File: src/rtl/dds_pkg.sv
// Shared encodings for the DDS parameter controller: edit modes, waveforms
// and key positions within the debounced key pulse vector.
package dds_pkg;

  typedef enum logic [1:0] {
    MODE_WAVE = 2'd0,
    MODE_FREQ = 2'd1,
    MODE_STEP = 2'd2,
    MODE_AMP  = 2'd3
  } mode_e;

  localparam logic [1:0] WAVE_SINE   = 2'd0;
  localparam logic [1:0] WAVE_SQUARE = 2'd1;
  localparam logic [1:0] WAVE_TRI    = 2'd2;
  localparam logic [1:0] WAVE_SAW    = 2'd3;

  localparam int KEY_MODE = 0;
  localparam int KEY_UP   = 1;
  localparam int KEY_DOWN = 2;

endpackage

File: src/rtl/dds_sat_step.sv
// Combinational saturating step of the tuning word between FREQ_MIN and
// FREQ_MAX; reports whether the word would actually move.
module dds_sat_step #(
  parameter int unsigned       FW_W     = 32,
  parameter logic [FW_W-1:0]   FREQ_MIN = 1,
  parameter logic [FW_W-1:0]   FREQ_MAX = 32'h4000_0000
) (
  input  logic [FW_W-1:0] freq_word,
  input  logic [FW_W:0]   step,
  input  logic            up,
  output logic [FW_W-1:0] freq_next,
  output logic            changed
);

  // The sum is formed one bit wider so an overflow past FREQ_MAX still clamps.
  function automatic logic [FW_W-1:0] sat_add(input logic [FW_W-1:0] f,
                                              input logic [FW_W:0]   s);
    logic [FW_W:0] sum;
    sum = {1'b0, f} + s;
    if (sum > {1'b0, FREQ_MAX}) return FREQ_MAX;
    return sum[FW_W-1:0];
  endfunction

  function automatic logic [FW_W-1:0] sat_sub(input logic [FW_W-1:0] f,
                                              input logic [FW_W:0]   s);
    logic [FW_W:0] floor_sum;
    floor_sum = {1'b0, FREQ_MIN} + s;
    if ({1'b0, f} < floor_sum) return FREQ_MIN;
    return f - s[FW_W-1:0];
  endfunction

  always_comb begin
    freq_next = up ? sat_add(freq_word, step) : sat_sub(freq_word, step);
    changed   = (freq_next != freq_word);
  end

endmodule

File: src/rtl/dds_param_ctrl.sv
// Turns debounced key pulses into registered DDS run-time parameters
// (tuning word, waveform select, attenuation) via a four-state edit mode.
module dds_param_ctrl
  import dds_pkg::*;
#(
  parameter int unsigned     FW_W       = 32,
  parameter logic [FW_W-1:0] FREQ_INIT  = 85899,
  parameter logic [FW_W-1:0] FREQ_MIN   = 1,
  parameter logic [FW_W-1:0] FREQ_MAX   = 32'h4000_0000,
  parameter int unsigned     STEP_BASE  = 86,
  parameter int unsigned     STEP_SHIFT = 2,
  parameter int unsigned     STEP_N     = 8,
  parameter int unsigned     AMP_N      = 4
) (
  input  logic                      clk,
  input  logic                      rst,
  input  logic [2:0]                key_pulse,
  output logic [1:0]                mode,
  output logic [1:0]                wave_sel,
  output logic [FW_W-1:0]           freq_word,
  output logic [$clog2(STEP_N)-1:0] step_idx,
  output logic [$clog2(AMP_N)-1:0]  amp_shift,
  output logic                      param_update
);

  localparam int unsigned      SI_W    = $clog2(STEP_N);
  localparam int unsigned      AMP_W   = $clog2(AMP_N);
  localparam logic [SI_W-1:0]  SI_MAX  = SI_W'(STEP_N - 1);
  localparam logic [AMP_W-1:0] AMP_MAX = AMP_W'(AMP_N - 1);

  if (FREQ_INIT < FREQ_MIN || FREQ_INIT > FREQ_MAX) begin : g_bad_init
    $error("FREQ_INIT lies outside [FREQ_MIN, FREQ_MAX]");
  end

  mode_e             mode_p1;
  logic [1:0]        wave_p1;
  logic [FW_W-1:0]   freq_p1;
  logic [SI_W-1:0]   step_idx_p1;
  logic [AMP_W-1:0]  amp_p1;
  logic              vld_p1;

  logic [FW_W:0]     step_p0;
  logic [FW_W-1:0]   freq_next_p0;
  logic              freq_chg_p0;
  logic              up_p0;
  logic              adj_p0;

  // Stage p0: decode the pulse and precompute the saturated tuning word
  assign up_p0   = key_pulse[KEY_UP];
  assign adj_p0  = !key_pulse[KEY_MODE] && (key_pulse[KEY_UP] ^ key_pulse[KEY_DOWN]);
  assign step_p0 = (FW_W+1)'(STEP_BASE) << (STEP_SHIFT * step_idx_p1);

  dds_sat_step #(
    .FW_W     (FW_W),
    .FREQ_MIN (FREQ_MIN),
    .FREQ_MAX (FREQ_MAX)
  ) u_sat_step (
    .freq_word (freq_p1),
    .step      (step_p0),
    .up        (up_p0),
    .freq_next (freq_next_p0),
    .changed   (freq_chg_p0)
  );

  // Stage p1: registered parameters and the one-cycle update strobe
  always_ff @(posedge clk) begin
    if (rst) begin
      mode_p1     <= MODE_WAVE;
      wave_p1     <= WAVE_SINE;
      freq_p1     <= FREQ_INIT;
      step_idx_p1 <= '0;
      amp_p1      <= '0;
      vld_p1      <= 1'b0;
    end else begin
      vld_p1 <= 1'b0;
      if (key_pulse[KEY_MODE]) begin
        mode_p1 <= mode_e'(mode_p1 + 2'd1);
      end else if (adj_p0) begin
        case (mode_p1)
          MODE_WAVE: begin
            wave_p1 <= up_p0 ? wave_p1 + 2'd1 : wave_p1 - 2'd1;
            vld_p1  <= 1'b1;
          end
          MODE_FREQ: begin
            freq_p1 <= freq_next_p0;
            vld_p1  <= freq_chg_p0;
          end
          MODE_STEP: begin
            if (up_p0 && step_idx_p1 != SI_MAX)
              step_idx_p1 <= step_idx_p1 + 1'b1;
            else if (!up_p0 && step_idx_p1 != '0)
              step_idx_p1 <= step_idx_p1 - 1'b1;
          end
          default: begin
            if (up_p0 && amp_p1 != AMP_MAX) begin
              amp_p1 <= amp_p1 + 1'b1;
              vld_p1 <= 1'b1;
            end else if (!up_p0 && amp_p1 != '0) begin
              amp_p1 <= amp_p1 - 1'b1;
              vld_p1 <= 1'b1;
            end
          end
        endcase
      end
    end
  end

  assign mode         = mode_p1;
  assign wave_sel     = wave_p1;
  assign freq_word    = freq_p1;
  assign step_idx     = step_idx_p1;
  assign amp_shift    = amp_p1;
  assign param_update = vld_p1;

endmodule
File: config.mk
export PLATFORM = sky130hd
export DESIGN_NAME = dds_param_ctrl
export DESIGN_NICKNAME = d
export VERILOG_FILES = /design/src/rtl/dds_pkg.sv /design/src/rtl/dds_sat_step.sv /design/src/rtl/dds_param_ctrl.sv
export SDC_FILE = /design/constraint.sdc
export NUM_CORES = 1
export LEC_CHECK = 0
export BUFFER_PORTS_ARGS = -buffer_cell sky130_fd_sc_hd__buf_2
export CELL_PAD_IN_SITES_DETAIL_PLACEMENT = 0
export CELL_PAD_IN_SITES_GLOBAL_PLACEMENT = 1
export CORE_MARGIN = 4
export CORE_UTILIZATION = 32
export DETAILED_ROUTE_END_ITERATION = 10
export PLACE_DENSITY_LB_ADDON = 0.15
export RECOVER_POWER = 100
export SETUP_SLACK_MARGIN = 0.5
export SLEW_MARGIN = 10
export SYNTH_ARGS = -nofsm -noshare
export SYNTH_HDL_FRONTEND = slang
export SYNTH_HIERARCHICAL = 1
export SYNTH_SLANG_ARGS = --single-unit
File: constraint.sdc
create_clock -name clk -period 5.9 [get_ports clk]
set_input_delay 1.18 -clock clk [delete_from_list [all_inputs] [get_ports clk]]
set_output_delay 1.18 -clock clk [all_outputs]
set_load 0.03 [all_outputs]
==> qor.csv <==
metric;value;unit
status;complete, but fails checks;
violations;negative setup slack;
period_needed;6.007;ns
finalCritPeriodShare;1.018;
p_leak;4.879;nW
synth-edff-count;0;
place_area;0.01105;sq mm
synth_area_per_cell;6.944;sq um
fin_nets;1639;
cts_tree;done;
synth_warnings;6;
cts_buffers;5;
diodes;0;
yosys-top-cells-area;ha_1 15%, dfxtp_1 9.9%, a21oi_1 7.4%, xnor2_1 6.8%, nand2_1 6.0%;
whs;0.5237;ns
startpoint;step_idx[2]$_SDFFE_PP0P_;
cp-end-kind;register;
tightest_slew;0.9682;ns
cap_violations;0;
synthArstFlopShare;0;
relSlewSlack;0.3457;
slew_violations;0;
clockBufferDepth;2;
overflow;0;
synth-seq-cells;42;
rsz0062_at_grt;true;
fp.dieW;171.3;um
viasPerCell;5.507;
row_count;59;
fin_setup_tns;-0.1072;ns
ant_nets;0;
place_ws;-0.4534;ns
cp_max_fo;10;
setup_ws;-0.1072;ns
netlist_area;0.008534;sq mm
cts_root_buf;clkbuf_16;
powerDensity;104.4;mW/mm^2
core-area;0.02613;sq mm
clk_latency;0.31;ns
hold_viol;0;
postLayoutCellArea;0.01160;sq mm
routed_wl;40180;um
grt_max_degree;44;
synth_most_common_cell;nand2_1;
crit_required;6.06;ns
yosysTopAreaCell;ha_1;
ys_types;89;
holdBufCountCts;0;
io_buffers;46;
firstDrtPassIters;5;
gp_congestion;0.9793;
drt_iter0_markers;786;
grt_pass1_wl;60130;um
n_fill_cell;2829;
die_area;0.02935;sq mm
yosysSeqAreaShare;0.09852;
grt_pass1_vias;9904;
synth_top_area_frac;0.1466;
cts_sinks;42;
min_path_type;register to register;
clk_pin_slew_worst_paths;0.08;ns
syn_to_final_growth;35.90;%
setup_viol;1;
critical_path_arrival;6.17;ns
synthTopCellsByCount;137 x nand2_1, 127 x a21oi_1, 100 x ha_1;
finalClockSkew;0.007154;ns
ioPinCount;47;
vias;10280;
fin_cells;1867;
synth_flop_cell;dfxtp_1;
startpoint_type;register;
start_util;0.3266;
die_h;171.3;um
grt_use_total;0.2705;
total_power;1.211;mW
htreeDepth;2;
min_from;freq_word[0]$_SDFFE_PP1P_;
place_inst;1843;
syn_inst;1229;
ir_drop;0.1078;mV
drive_gt1_frac;0.2402;
max_freq;0.1665;GHz
critPathKind;register to register;
wl_per_cell;21.52;um
antenna_found_initial;1;
dp_hpwl;33590;um
fin_util;0.4438;
drc;0;
r2r-start;step_idx[2]$_SDFFE_PP0P_;
-- path summary, 6_finish.rpt --
check                           slack (ns)  depth (start not counted)                         to
worst max-delay path                 -0.11                         26    param_update$_SDFF_PP0_
worst min register to register        0.52                          2  freq_word[0]$_SDFFE_PP1P_
worst max register to register       -0.11                         26    param_update$_SDFF_PP0_
worst min-delay path                  0.52                          2  freq_word[0]$_SDFFE_PP1P_
-- timing repair --
action	in CTS	in global routing
setup buffers	15	1
pin swaps	19	10
endpoints found under the hold margin	0	0
setup endpoints to repair	1	1
resized for setup	50	15
cloned	0	0
-- cells by family after synthesis --
family | Yosys count | share of synthesized area
flip-flops | 42 | 0.09852
AND/OR/NAND/NOR | 470 | 0.2819
adder cells (fa/ha/maj) | 103 | 0.1536
other | 1 | 0.0004394
buffers and inverters | 142 | 0.06890
AO/OA/AOI/OAI | 377 | 0.2976
XOR/XNOR | 81 | 0.08313
multiplexers | 13 | 0.01583
-- routing by layer --
| metal | vias up | GRT usage | share of wire |
|---|---|---|---|
| li1 | 5068 | - | - |
| met1 | 4883 | 0.3664 | 0.47 |
| met2 | 262 | 0.4348 | 0.44 |
| met3 | 66 | 0.03930 | 0.047 |
| met4 | 2 | 0.1047 | 0.042 |
| met5 | - | 0 | 0.00017 |
-- critical path: stages, from the launching register on --
cell and delay, ns:
dfxtp_4 0.39, buf_12 0.14, and2_4 0.16, nor2b_2 0.16, inv_1 0.10, buf_4 0.15, xnor2_1 0.11, ha_1 0.17
a21oi_1 0.14, o21ai_0 0.32, a211oi_1 0.70, o21ai_0 0.21, buf_4 0.22, nand4b_1 0.26, and2_1 0.31, buf_4 0.22
nand2_1 0.18, o22ai_1 0.11, or4_4 0.44, nor4_2 0.26, nand4_1 0.13, nor4_2 0.31, nand4_1 0.19, a21oi_1 0.17
or4_1 0.12, o21ai_1 0.05, nor2b_1 0.12
-- final cells by class --
| type | count | area (sq um) | share of cell area |
|---|---|---|---|
| Timing Repair Buffer | 307 | 2167 | 0.1868 |
| Clock inverter | 3 | 63.81 | 0.005502 |
| Sequential cell | 42 | 852.1 | 0.07346 |
| Inverter | 84 | 320.3 | 0.02762 |
| Clock buffer | 5 | 125.1 | 0.01079 |
| Multi-Input combinational cell | 1091 | 7651 | 0.6597 |
| Tap cell | 335 | 419.2 | 0.03614 |
-- registers in the layout (all words and copies together) (netlist names) --
signal        count
step_idx          3
param_update      1
amp_shift         2
freq_word        32
wave_sel          2
mode              2
-- power breakdown --
group	switching (mW)	total (mW)	leakage (nW)	internal, mW
combinational	0.307	0.514	4.44	0.207
clock	0.154	0.396	0.0915	0.242
sequential	0.00966	0.300	0.343	0.291
-- layout by cell type (no fill, tap or decap), types with 8 or more instances in the layout --
master | netlist | routed
a21o_1 | 20 | 20
a21oi_1 | 127 | 123
a31oi_1 | 12 | 11
and2_1 | 12 | 11
and3_1 | 12 | 12
buf_4 | 3 | 252
clkbuf_1 | 40 | 45
conb_1 | 1 | 47
dfxtp_1 | 42 | 39
ha_1 | 100 | 90
inv_1 | 76 | 75
mux2i_1 | 9 | 9
nand2_1 | 137 | 136
nand2b_1 | 11 | 11
nand3_1 | 36 | 34
nand3b_1 | 13 | 13
nand4_1 | 19 | 19
nor2_1 | 95 | 89
nor2b_1 | 19 | 15
nor3_1 | 36 | 32
nor4_1 | 25 | 18
o211ai_1 | 19 | 19
o21a_1 | 9 | 9
o21ai_0 | 51 | 49
o21bai_1 | 14 | 14
o22ai_1 | 11 | 11
o31ai_1 | 11 | 9
or2_2 | 8 | 8
or3_1 | 11 | 11
xnor2_1 | 66 | 65
xor2_1 | 15 | 15
Note: power is estimated with default switching activity, not from simulation.
